### config.mk
export PLATFORM = sky130hd
export DESIGN_NAME = bp_resolve_unit
export DESIGN_NICKNAME = d
export VERILOG_FILES = /design/src/rtl/bp_resolve_unit.sv
export SDC_FILE = /design/constraint.sdc
export NUM_CORES = 1
export LEC_CHECK = 0
export BUFFER_PORTS_ARGS = -buffer_cell sky130_fd_sc_hd__buf_4
export CAP_MARGIN = 20
export CORE_MARGIN = 1.5
export CORE_UTILIZATION = 50
export CTS_CLUSTER_SIZE = 28
export DETAILED_ROUTE_END_ITERATION = 6
export GPL_TIMING_DRIVEN = 0
export PLACE_DENSITY = 0.77
export SLEW_MARGIN = 5
export SYNTH_ARGS = -nofsm -noshare
export SYNTH_HDL_FRONTEND = slang
export SYNTH_SLANG_ARGS = --single-unit
### constraint.sdc
create_clock -name clk -period 2.9 [get_ports clk]
set_input_delay 0.145 -clock clk [delete_from_list [all_inputs] [get_ports clk]]
set_output_delay 0.145 -clock clk [all_outputs]
set_load 0.005 [all_outputs]
### src/rtl/bp_resolve_unit.sv
// Resolves captured fetch-stage predictions against EX outcomes and drives
// the update/redirect bus, post-mispredict flush and accuracy counters.
module bp_resolve_unit #(
    parameter int unsigned FLUSH_CYCLES = 2,
    parameter int unsigned CNT_W        = 32
) (
    input  logic             clk,
    input  logic             rst_n,
    input  logic             stall_i,
    input  logic             if_valid_i,
    input  logic [31:0]      if_pc_i,
    input  logic             if_pred_taken_i,
    input  logic [31:0]      if_pred_target_i,
    input  logic             ex_valid_i,
    input  logic             ex_is_branch_i,
    input  logic             ex_taken_i,
    input  logic [31:0]      ex_target_i,
    output logic             prediction_result_o,
    output logic [31:0]      predicted_pc_o,
    output logic [31:0]      target_address_o,
    output logic             is_branch_inst_o,
    output logic             branch_flag_o,
    output logic [31:0]      branch_address_o,
    output logic             flush_o,
    output logic             busy_o,
    output logic [CNT_W-1:0] br_cnt_o,
    output logic [CNT_W-1:0] miss_cnt_o,
    output logic             orphan_o
);
    typedef enum logic {RUN, FLUSH} state_e;

    state_e            state_q, state_d;
    logic [2:0]        fcnt_q, fcnt_d;
    logic              valid_q, valid_d;
    logic [31:0]       pc_q, pc_d;
    logic              pt_q, pt_d;
    logic [31:0]       ptgt_q, ptgt_d;
    logic              res_q, res_d;
    logic [31:0]       ppc_q, ppc_d;
    logic [31:0]       tgt_q, tgt_d;
    logic              isbr_q, isbr_d;
    logic              bflag_q, bflag_d;
    logic [31:0]       baddr_q, baddr_d;
    logic              orphan_q, orphan_d;
    logic [CNT_W-1:0]  br_q, br_d;
    logic [CNT_W-1:0]  miss_q, miss_d;

    logic run;
    logic resolve;
    logic capture;
    logic mispredict;

    assign run     = (state_q == RUN);
    assign resolve = run && !stall_i && ex_valid_i && valid_q;
    assign capture = run && !stall_i && if_valid_i;

    assign mispredict = ex_is_branch_i
        ? ((pt_q != ex_taken_i) ||
           (pt_q && ex_taken_i && (ptgt_q != ex_target_i)))
        : pt_q;

    always_comb begin
        state_d  = state_q;
        fcnt_d   = fcnt_q;
        valid_d  = valid_q;
        pc_d     = pc_q;
        pt_d     = pt_q;
        ptgt_d   = ptgt_q;
        res_d    = 1'b1;
        isbr_d   = 1'b0;
        bflag_d  = 1'b0;
        ppc_d    = ppc_q;
        tgt_d    = tgt_q;
        baddr_d  = baddr_q;
        orphan_d = orphan_q;
        br_d     = br_q;
        miss_d   = miss_q;
        unique case (state_q)
            RUN: begin
                if (!stall_i) begin
                    if (ex_valid_i && !valid_q) orphan_d = 1'b1;
                    if (capture && valid_q && !ex_valid_i) orphan_d = 1'b1;
                    if (resolve) begin
                        valid_d = 1'b0;
                        res_d   = !mispredict;
                        isbr_d  = ex_is_branch_i;
                        bflag_d = ex_taken_i & ex_is_branch_i;
                        baddr_d = ex_target_i;
                        ppc_d   = pc_q;
                        tgt_d   = ptgt_q;
                        if (ex_is_branch_i && (br_q != '1))
                            br_d = br_q + CNT_W'(1);
                        if (mispredict && (miss_q != '1))
                            miss_d = miss_q + CNT_W'(1);
                    end
                    // Old entry is consumed above before the new one lands.
                    if (capture) begin
                        valid_d = 1'b1;
                        pc_d    = if_pc_i;
                        pt_d    = if_pred_taken_i;
                        ptgt_d  = if_pred_target_i;
                    end
                    if (resolve && mispredict) begin
                        valid_d = 1'b0;
                        state_d = FLUSH;
                        fcnt_d  = 3'(FLUSH_CYCLES);
                    end
                end
            end
            FLUSH: begin
                if (!stall_i) begin
                    if (fcnt_q == 3'd1) state_d = RUN;
                    else fcnt_d = fcnt_q - 3'd1;
                end
            end
        endcase
    end

    always_ff @(posedge clk) begin
        if (!rst_n) begin
            state_q  <= RUN;
            fcnt_q   <= '0;
            valid_q  <= 1'b0;
            pc_q     <= '0;
            pt_q     <= 1'b0;
            ptgt_q   <= '0;
            res_q    <= 1'b1;
            ppc_q    <= '0;
            tgt_q    <= '0;
            isbr_q   <= 1'b0;
            bflag_q  <= 1'b0;
            baddr_q  <= '0;
            orphan_q <= 1'b0;
            br_q     <= '0;
            miss_q   <= '0;
        end else begin
            state_q  <= state_d;
            fcnt_q   <= fcnt_d;
            valid_q  <= valid_d;
            pc_q     <= pc_d;
            pt_q     <= pt_d;
            ptgt_q   <= ptgt_d;
            res_q    <= res_d;
            ppc_q    <= ppc_d;
            tgt_q    <= tgt_d;
            isbr_q   <= isbr_d;
            bflag_q  <= bflag_d;
            baddr_q  <= baddr_d;
            orphan_q <= orphan_d;
            br_q     <= br_d;
            miss_q   <= miss_d;
        end
    end

    assign prediction_result_o = res_q;
    assign predicted_pc_o      = ppc_q;
    assign target_address_o    = tgt_q;
    assign is_branch_inst_o    = isbr_q;
    assign branch_flag_o       = bflag_q;
    assign branch_address_o    = baddr_q;
    assign flush_o             = (state_q == FLUSH);
    assign busy_o              = valid_q;
    assign br_cnt_o            = br_q;
    assign miss_cnt_o          = miss_q;
    assign orphan_o            = orphan_q;
endmodule

==> reports/metrics.cfg, run 1 <==
[sta]
hold_viol=0
finalSetupTns_ns=0
worst_slack_ns=0.229
fin_crit_ns=2.67
slew_viol_final=0
timing.fmax_mhz=374
fin_worst_skew_ns=0.0136
tightest_slew_ns=0.704
period_share_pct=92.1
setup_viol=0
rsz0062_at_grt=false
slew-limit-headroom_pct=53.1

[route]
num_vias=9928
drt-initial-drc-count=645
drtAntennaViolNets=0
routed_wirelength_um=31400
avgViaCountPerCell=5.44
route.detailed.drc=0
wl_per_cell_um=17.2
drtPass1Iterations=5

[critical_path]
cp_cell_sequence=xnor2_1 > nand4_1 > nor4_1 > nand2_1 > a32oi_1 > buf_2 > buf_4 > buf_4 > nand3b_1 > o2bb2ai_1
arrival_ns=3.07
critPathLaunchType=register
worst-path-max-fanout=10
cpMaxStageDelayCell=dfxtp_1
worstPathRequired_ns=3.30
path_class=reg2reg
rrSetupSlack_ns=0.23
cpPeakStageDelay_ns=0.33
end_kind=register
cpMostUsedCell=buf_4

[floorplan]
start_util_pct=50.7
ios=270
dieArea_mm2=0.0197
rows=50
die_h_um=140
fp.coreArea_mm2=0.0186
die_x_um=140

[synth]
syn-num-nets=1285
synth_area_mm2=0.00945
synth_area_per_cell_um2=8.04
synth_cell_types=51
synth-edff-count=0
ys_async_sr_fraction_pct=0
synth-seq-cells=234
seq_area_frac_synth_pct=49.6
synthCells=1176
synthFlopType=dfxtp_1
ys_warn_count=0

[clock_tree]
clkLatencyLatePin_ns=0.51
clock-sinks=234
cts_buffer_depth=3
clk_pin_slew_ns=0.06
ctsRootBufferMaster=clkbuf_16
cts_tree=yes
htree_levels=1
cts_resized=0
cts_buffers=25

[power_and_ir_drop]
power_leakage_nw=5.31
pwr_density_cell_mw_per_mm2=516
ir_drop_mv=0.395

[final_layout]
nNetsFinal=1682
final_cell_mix=nand2_1 (365), buf_4 (274), dfxtp_1 (234), a21oi_1 (185), dlygate4sd3_1 (101)
drive_gt1_share_pct=20.6
final_common_cell=nand2_1
fill_cells=1423
area_growth_pct=43.6

[global_routing]
antenna_found_initial=0
grt_pass1_wl_um=49100
grt.overflow.total=0
grt_pass1_vias=9520
grt_max_degree=14
grtUsageTotal_pct=30.9

[placement]
dp_hpwl_um=21300
gp_congestion=0.874
portBuffers=269
pre_cts_slack_ns=0.218

[run_status]
status=complete, no violations

[hold_path]
min-delay-path-class=in2reg

[flow_run]
maxCapViolCount=0

[registers in the layout, indices dropped and copies added (netlist names), 3 cells and up]
name              count
pc_q                 32
predicted_pc_o       32
target_address_o     32
miss_cnt_o           32
fcnt_q                3
ptgt_q               32
branch_address_o     32
br_cnt_o             32
[per-layer routing]
| metal | global-route usage [%] | routed length (um) |
|---|---|---|
| met1 | 37.5 | 12600 |
| met2 | 53.9 | 15100 |
| met3 | 5.44 | 2340 |
| met4 | 13.2 | 1360 |
| met5 | 0 | 0 |
[area by class of cell]
class	count	area (um^2)	share of cell area [%]
clock inverter	5	53.8	0.396
clock buffer	38	744	5.48
inverter	11	41.3	0.304
buffer	73	315	2.32
antenna	1	2.50	0.0184
timing repair buffer	370	3030	22.3
sequential	234	4680	34.5
tap	234	293	2.16
multi-input combinational	858	4410	32.5
[synth_stat cells, types with 4 or more instances]
| master | instances | area (um^2) |
|---|---|---|
| nor3b_1 | 4 | 30.0 |
| nor2_1 | 39 | 146 |
| or3_1 | 15 | 93.8 |
| buf_4 | 5 | 37.5 |
| buf_1 | 12 | 45.0 |
| o31ai_1 | 4 | 30.0 |
| xnor2_1 | 41 | 359 |
| nand3_1 | 22 | 110 |
| and3_1 | 18 | 113 |
| nand4_1 | 37 | 231 |
| a21oi_1 | 185 | 926 |
| nand2b_1 | 19 | 119 |
| nor3_1 | 6 | 30.0 |
| o41ai_1 | 4 | 35.0 |
| dfxtp_1 | 234 | 4680 |
| clkbuf_1 | 51 | 191 |
| nand2_1 | 365 | 1370 |
| o21ai_0 | 21 | 105 |
| xor2_1 | 15 | 131 |
| nor4_1 | 8 | 50.1 |
| inv_1 | 10 | 37.5 |
| ha_1 | 5 | 62.6 |
| mux2i_1 | 15 | 150 |
[critical path: cells and delay by family (launching register included)]
kind            cells  cell delay (ns)
simple gates        4             0.79
flops               1             0.33
compound gates      2             0.44
xor+xnor            1             0.31
buf+inv             3             0.70
[power breakdown]
| group | leakage, nW | switching, mW | internal (mW) |
|---|---|---|---|
| Clock | 0.396 | 1.27 | 1.85 |
| Sequential | 1.89 | 0.0415 | 3.27 |
| Combinational | 3.02 | 0.292 | 0.288 |
[cells by family after synthesis]
kind of cell             count (synthesis)  synth area share [%]
buffers and inverters                   84                  3.77
adder cells (fa/ha/maj)                  5                 0.662
AND/OR/NAND/NOR                        554                  26.4
XOR/XNOR                                56                  5.19
AO/OA/AOI/OAI                          227                  12.7
multiplexers                            16                  1.71
flip-flops                             234                  49.6
[repair_timing]
item | in CTS | in global routing
buffers inserted | 0 | 0
hold endpoints to repair | 103 | 0
hold buffers | 101 | 0
[per-stage QoR]
step	power [mW]	util [%]	instances	area, um^2	hold slack (ns)
4_1_cts	7.03	72.8	1823	13600	0.0479
2_1_floorplan	3.59	-	1176	9450	0.281
3_5_place_dp	3.84	63.1	1679	11800	0.400
5_1_grt	7.24	72.8	1823	13600	0.0957
3_3_place_gp	3.83	63.1	1679	11800	0.394
6_report	7.01	72.8	1824	13600	0.0584
[worst paths after layout]
path,startpoint,to,depth (start not counted)
hold / removal,if_valid_i,orphan_o,5
setup reg to reg,ptgt_q[25],fcnt_q[2],10
setup / recovery,ptgt_q[25],fcnt_q[2],10
hold reg to reg,pc_q[2],predicted_pc_o[2],2
(Power assumes the default switching activity.)
==> inputs of run 2 (changes only) <==
--- a/config.mk
+++ b/config.mk
@@ -13,6 +13,7 @@
 export DETAILED_ROUTE_END_ITERATION = 6
 export GPL_TIMING_DRIVEN = 0
 export PLACE_DENSITY = 0.77
+export RECOVER_POWER = 25
 export SLEW_MARGIN = 5
 export SYNTH_ARGS = -nofsm -noshare
 export SYNTH_HDL_FRONTEND = slang
==> run 2 against run 1 <==
Compared with the run above: core utilization fell by 0.62 points; global-route usage unchanged; via count increased by 0.32%; critical endpoint unchanged.
==> reports/metrics.cfg, run 2 (synthesized netlist as in run 1, its figures left out) <==
[sta]
slew-limit-headroom_pct=52.7
period_share_pct=91.9
hold_viol=0
slew_viol_final=0
finalSetupTns_ns=0
fin_crit_ns=2.67
fin_worst_skew_ns=0.0157
rsz0062_at_grt=false
tightest_slew_ns=0.709
timing.fmax_mhz=375
setup_viol=0
worst_slack_ns=0.234

[clock_tree]
cts_tree=yes
cts_hold_buf=101
cts_resized=0
clkLatencyLatePin_ns=0.51
clock-sinks=234
ctsRootBufferMaster=clkbuf_16
cts_buffer_depth=3
post-cts-setup-buffers=0
cts_buffers=25
clk_pin_slew_ns=0.06
htree_levels=1

[floorplan]
die_x_um=140
rows=50
die_h_um=140
ios=270
dieArea_mm2=0.0197
fp.coreArea_mm2=0.0186
start_util_pct=50.7

[placement]
gp_congestion=0.874
dp_hpwl_um=21300
pre_cts_slack_ns=0.218
dpl_cell_area_mm2=0.0118
portBuffers=269

[critical_path]
arrival_ns=3.07
cpMostUsedCell=buf_4
critPathLaunchType=register
worst-path-max-fanout=10
end_kind=register
cpPeakStageDelay_ns=0.33
cp_cell_sequence=xnor2_1 > nand4_1 > nor4_1 > nand2_1 > a32oi_1 > buf_2 > buf_4 > buf_4 > nand3b_1 > o2bb2ai_1
path_class=reg2reg
timing.critical_path.max_delay_family=simple AND/OR/NAND/NOR gates
timing.critical_path.buf_inv=3
worstPathRequired_ns=3.30
cpMaxStageDelayCell=dfxtp_1

[power_and_ir_drop]
power_mw=7.01
power_leakage_nw=5.14
p_sw_mw=1.60
p_int_mw=5.41
pwr-share-seq_pct=47.3
p_sw_share_pct=22.9
p_clk_share_pct=44.5
pwr-share-comb_pct=8.2
ir_drop_mv=0.395
pwr_density_cell_mw_per_mm2=521

[run_status]
status=complete, no violations

[global_routing]
grtUsageMet2_pct=53.9
grt_util_met1_pct=37.5
antenna_found_initial=0
grt_pass1_vias=9520
grt.overflow.total=0
grtUsageTotal_pct=30.9
grt_max_degree=14
grt_pass1_wl_um=49100
grt_util_met3_pct=5.44
busiest_layer=met2

[hold_path]
min-delay-path-class=in2reg

[final_layout]
post-route-util_pct=72.2
nNetsFinal=1682
final_common_cell=nand2_1
area_growth_pct=42.4
design_area_mm2=0.0135
drive_gt1_share_pct=18.7
final_cell_mix=nand2_1 (365), dfxtp_1 (234), a21oi_1 (185), buf_4 (174), dlygate4sd3_1 (101)
fill_cells=1460

[route]
route.detailed.drc=0
num_vias=9960
drtPass1Iterations=6
avgViaCountPerCell=5.46
drtAntennaViolNets=0
wl_per_cell_um=17.2
drt-initial-drc-count=658
routed_wirelength_um=31400

[flow_run]
maxCapViolCount=0

==> run 2: power by group through the flow <==
stage | Sequential [mW] | Combinational [mW] | Clock [mW]
after floorplan | 3.38 | 0.211 | 0
after global placement | 3.38 | 0.448 | 0
after detailed placement | 3.38 | 0.452 | 0
after CTS | 3.31 | 0.568 | 3.15
after global routing | 3.32 | 0.618 | 3.30
final | 3.32 | 0.575 | 3.12
==> run 2: final timing paths <==
path         startpoint                 end  slack [ns]  cells past startpoint
max          ptgt_q[25]           fcnt_q[2]        0.23                     10
min reg2reg    pc_q[31]  predicted_pc_o[31]        0.45                      2
max reg2reg  ptgt_q[25]           fcnt_q[2]        0.23                     10
min          if_valid_i            orphan_o        0.06                      5
==> run 2: routing by layer <==
layer	share of wire, %	up-vias
met1	39	4678
li1	-	4758
met4	4.1	0
met2	49	435
met5	0	-
met3	8.3	89
==> run 2: layout make-up <==
type	instances	area [um^2]	area share, %
Clock inverter	5	53.8	0.400
Multi-Input combinational cell	858	4410	32.8
Timing Repair Buffer	370	2910	21.6
Buffer	73	315	2.34
Tap cell	234	293	2.18
Clock buffer	38	744	5.53
Antenna cell	1	2.50	0.0186
Inverter	11	41.3	0.307
Sequential cell	234	4680	34.8
==> run 2: tightest hold or removal path: stages <==
cell	delay, ns
buf_4	0.09
nand3_1	0.06
o21ai_0	0.07
a21oi_1	0.07
nor2_1	0.09
==> run 2: through the flow <==
step | cells | hold slack [ns]
floorplan | 1176 | 0.281
global placement | 1679 | 0.394
detailed placement | 1679 | 0.400
CTS | 1823 | 0.0479
global route | 1823 | 0.0963
finish | 1824 | 0.0580
==> inputs of run 3 (changes only) <==
--- a/config.mk
+++ b/config.mk
@@ -9,6 +9,7 @@
 export CAP_MARGIN = 20
 export CORE_MARGIN = 1.5
 export CORE_UTILIZATION = 50
+export CTS_BUF_LIST = sky130_fd_sc_hd__clkbuf_8 sky130_fd_sc_hd__clkbuf_16
 export CTS_CLUSTER_SIZE = 28
 export DETAILED_ROUTE_END_ITERATION = 6
 export GPL_TIMING_DRIVEN = 0
==> run 3 against run 2 <==
Compared with the run above: clock power hardly changed; via count is 0.21% lower; critical path depth stayed put; register-to-register slack hardly changed; count of clock-buffer cells in the layout is 6 lower; clock skew is 0.0016 ns lower; worst hold slack better by 0.0028 ns.
==> reports/metrics.cfg, run 3 (synthesized netlist as in run 1, its figures left out) <==
[run_status]
status=complete, no violations

[placement]
gp_congestion=0.874
portBuffers=269
dp_hpwl_um=21300
dp.cells=1679

[route]
route.detailed.drc=0
wl_per_cell_um=17.2
drtAntennaViolNets=0
avgViaCountPerCell=5.45
routed_wirelength_um=31300
drtPass1Iterations=5
drt-initial-drc-count=685
num_vias=9939

[critical_path]
arrival_ns=3.06
path_class=reg2reg
critPathLaunchType=register
cpMostUsedCell=buf_4
cp_cell_sequence=xnor2_1 > nand4_1 > nor4_1 > nand2_1 > a32oi_1 > buf_2 > buf_4 > buf_4 > nand3b_1 > o2bb2ai_1
cpMaxStageDelayCell=dfxtp_1
worst-path-max-fanout=10
rr_endpoint=fcnt_q[2]
rrSetupSlack_ns=0.24
rr_startpoint=ptgt_q[25]
worstPathRequired_ns=3.30
reg2regPathDepth=10
cpPeakStageDelay_ns=0.33
end_kind=register

[global_routing]
grt_pass1_vias=9520
grt_pass1_wl_um=49100
antenna_found_initial=0
grtUsageTotal_pct=30.9
grt.overflow.total=0
grt_max_degree=14

[power_and_ir_drop]
ir_drop_mv=0.397
p_sw_mw=1.60
power_leakage_nw=5.16
p_clk_share_pct=44.3
p_sw_share_pct=22.9
pwr-share-seq_pct=47.5
p_int_mw=5.38
pwr_density_cell_mw_per_mm2=519
pwr-share-comb_pct=8.2

[sta]
hold_viol=0
timing.fmax_mhz=376
slew_viol_final=0
rsz0062_at_grt=false
fin_worst_skew_ns=0.0141
period_share_pct=91.7
tightest_slew_ns=0.692
fin_crit_ns=2.66
finalSetupTns_ns=0
slew-limit-headroom_pct=53.9
setup_viol=0

[final_layout]
drive_gt1_share_pct=18.7
final_common_cell=nand2_1
final_cell_mix=nand2_1 (365), dfxtp_1 (234), a21oi_1 (185), buf_4 (174), dlygate4sd3_1 (101)
area_growth_pct=42.4
nNetsFinal=1682
fin_cells=1824

[floorplan]
ios=270
die_h_um=140
start_util_pct=50.7
rows=50
dieArea_mm2=0.0197
fp.coreArea_mm2=0.0186
die_x_um=140

[hold_path]
min-delay-path-class=in2reg
holdPathEnd=orphan_o
worstHoldStart=if_valid_i
whs_path_depth=5

[clock_tree]
htree_levels=1
cts_tree=yes
cts_buffer_depth=3
ctsRootBufferMaster=clkbuf_16
clk_pin_slew_ns=0.06
cts_buffers=25
clock-sinks=234
clkLatencyLatePin_ns=0.51

[flow_run]
maxCapViolCount=0

[run 3: changes by cell type in the layout (fill, tap and decap cells not counted), sizes merged]
cell and change:
clkbuf -6, inv +6
[run 3: power by group through the flow]
stage	Clock, mW	Combinational, mW	Sequential (mW)
after floorplan	0	0.211	3.38
after global placement	0	0.448	3.38
after detailed placement	0	0.452	3.38
after CTS	3.13	0.568	3.31
after global routing	3.28	0.618	3.32
final	3.09	0.575	3.32
[run 3: area by class of cell]
class	instances	area (um^2)
antenna	1	2.50
buffer	73	315
clock buffer	32	722
clock inverter	11	76.3
fill	1460	5180
inverter	11	41.3
multi-input combinational	858	4410
sequential	234	4680
tap	234	293
timing repair buffer	370	2910
[run 3: repair_timing]
action / in CTS / in global routing
hold endpoints to repair: 103 / 0
hold buffers: 101 / 0
resized for setup: 0 / 0
buffers inserted: 0 / 0
[run 3: worst max-delay path, delay by kind of cell, from the launching register on]
kind	cells	cell delay (ns)
XOR/XNOR	1	0.32
buffers and inverters	3	0.68
AO/OA/AOI/OAI	2	0.44
flip-flops	1	0.33
AND/OR/NAND/NOR	4	0.75
[run 3: how the worst max path moves through the flow]
stage          depth (start not counted)  slack [ns]          start             end
3_5_place_dp                          10        0.22     ptgt_q[25]       fcnt_q[2]
5_1_grt                               10        0.09     ptgt_q[25]  miss_cnt_o[11]
2_1_floorplan                          9        0.79  miss_cnt_o[0]   miss_cnt_o[0]
4_1_cts                               10        0.20     ptgt_q[25]       fcnt_q[2]
6_report                              10        0.24     ptgt_q[25]       fcnt_q[2]
3_3_place_gp                          10        0.23     ptgt_q[25]       fcnt_q[2]
[run 3: through the flow]
stage / utilization (%) / hold slack, ns / total power, mW / instance area [um^2] / setup WS [ns]
6_report: 72.2 / 0.0608 / 6.98 / 13500 / 0.242
5_1_grt: 72.2 / 0.0963 / 7.21 / 13500 / 0.0854
4_1_cts: 72.8 / 0.0479 / 7.01 / 13600 / 0.201
3_5_place_dp: 63.1 / 0.400 / 3.84 / 11800 / 0.218
3_3_place_gp: 63.1 / 0.394 / 3.83 / 11800 / 0.226
2_1_floorplan: - / 0.281 / 3.59 / 9450 / 0.794
[run 3: metal layers]
metal,routed length (um),track usage [%],part of all wire [%]
met1,12400,37.5,40
met2,15200,53.9,48
met3,2450,5.44,7.8
met4,1290,13.2,4.1
met5,0,0,0
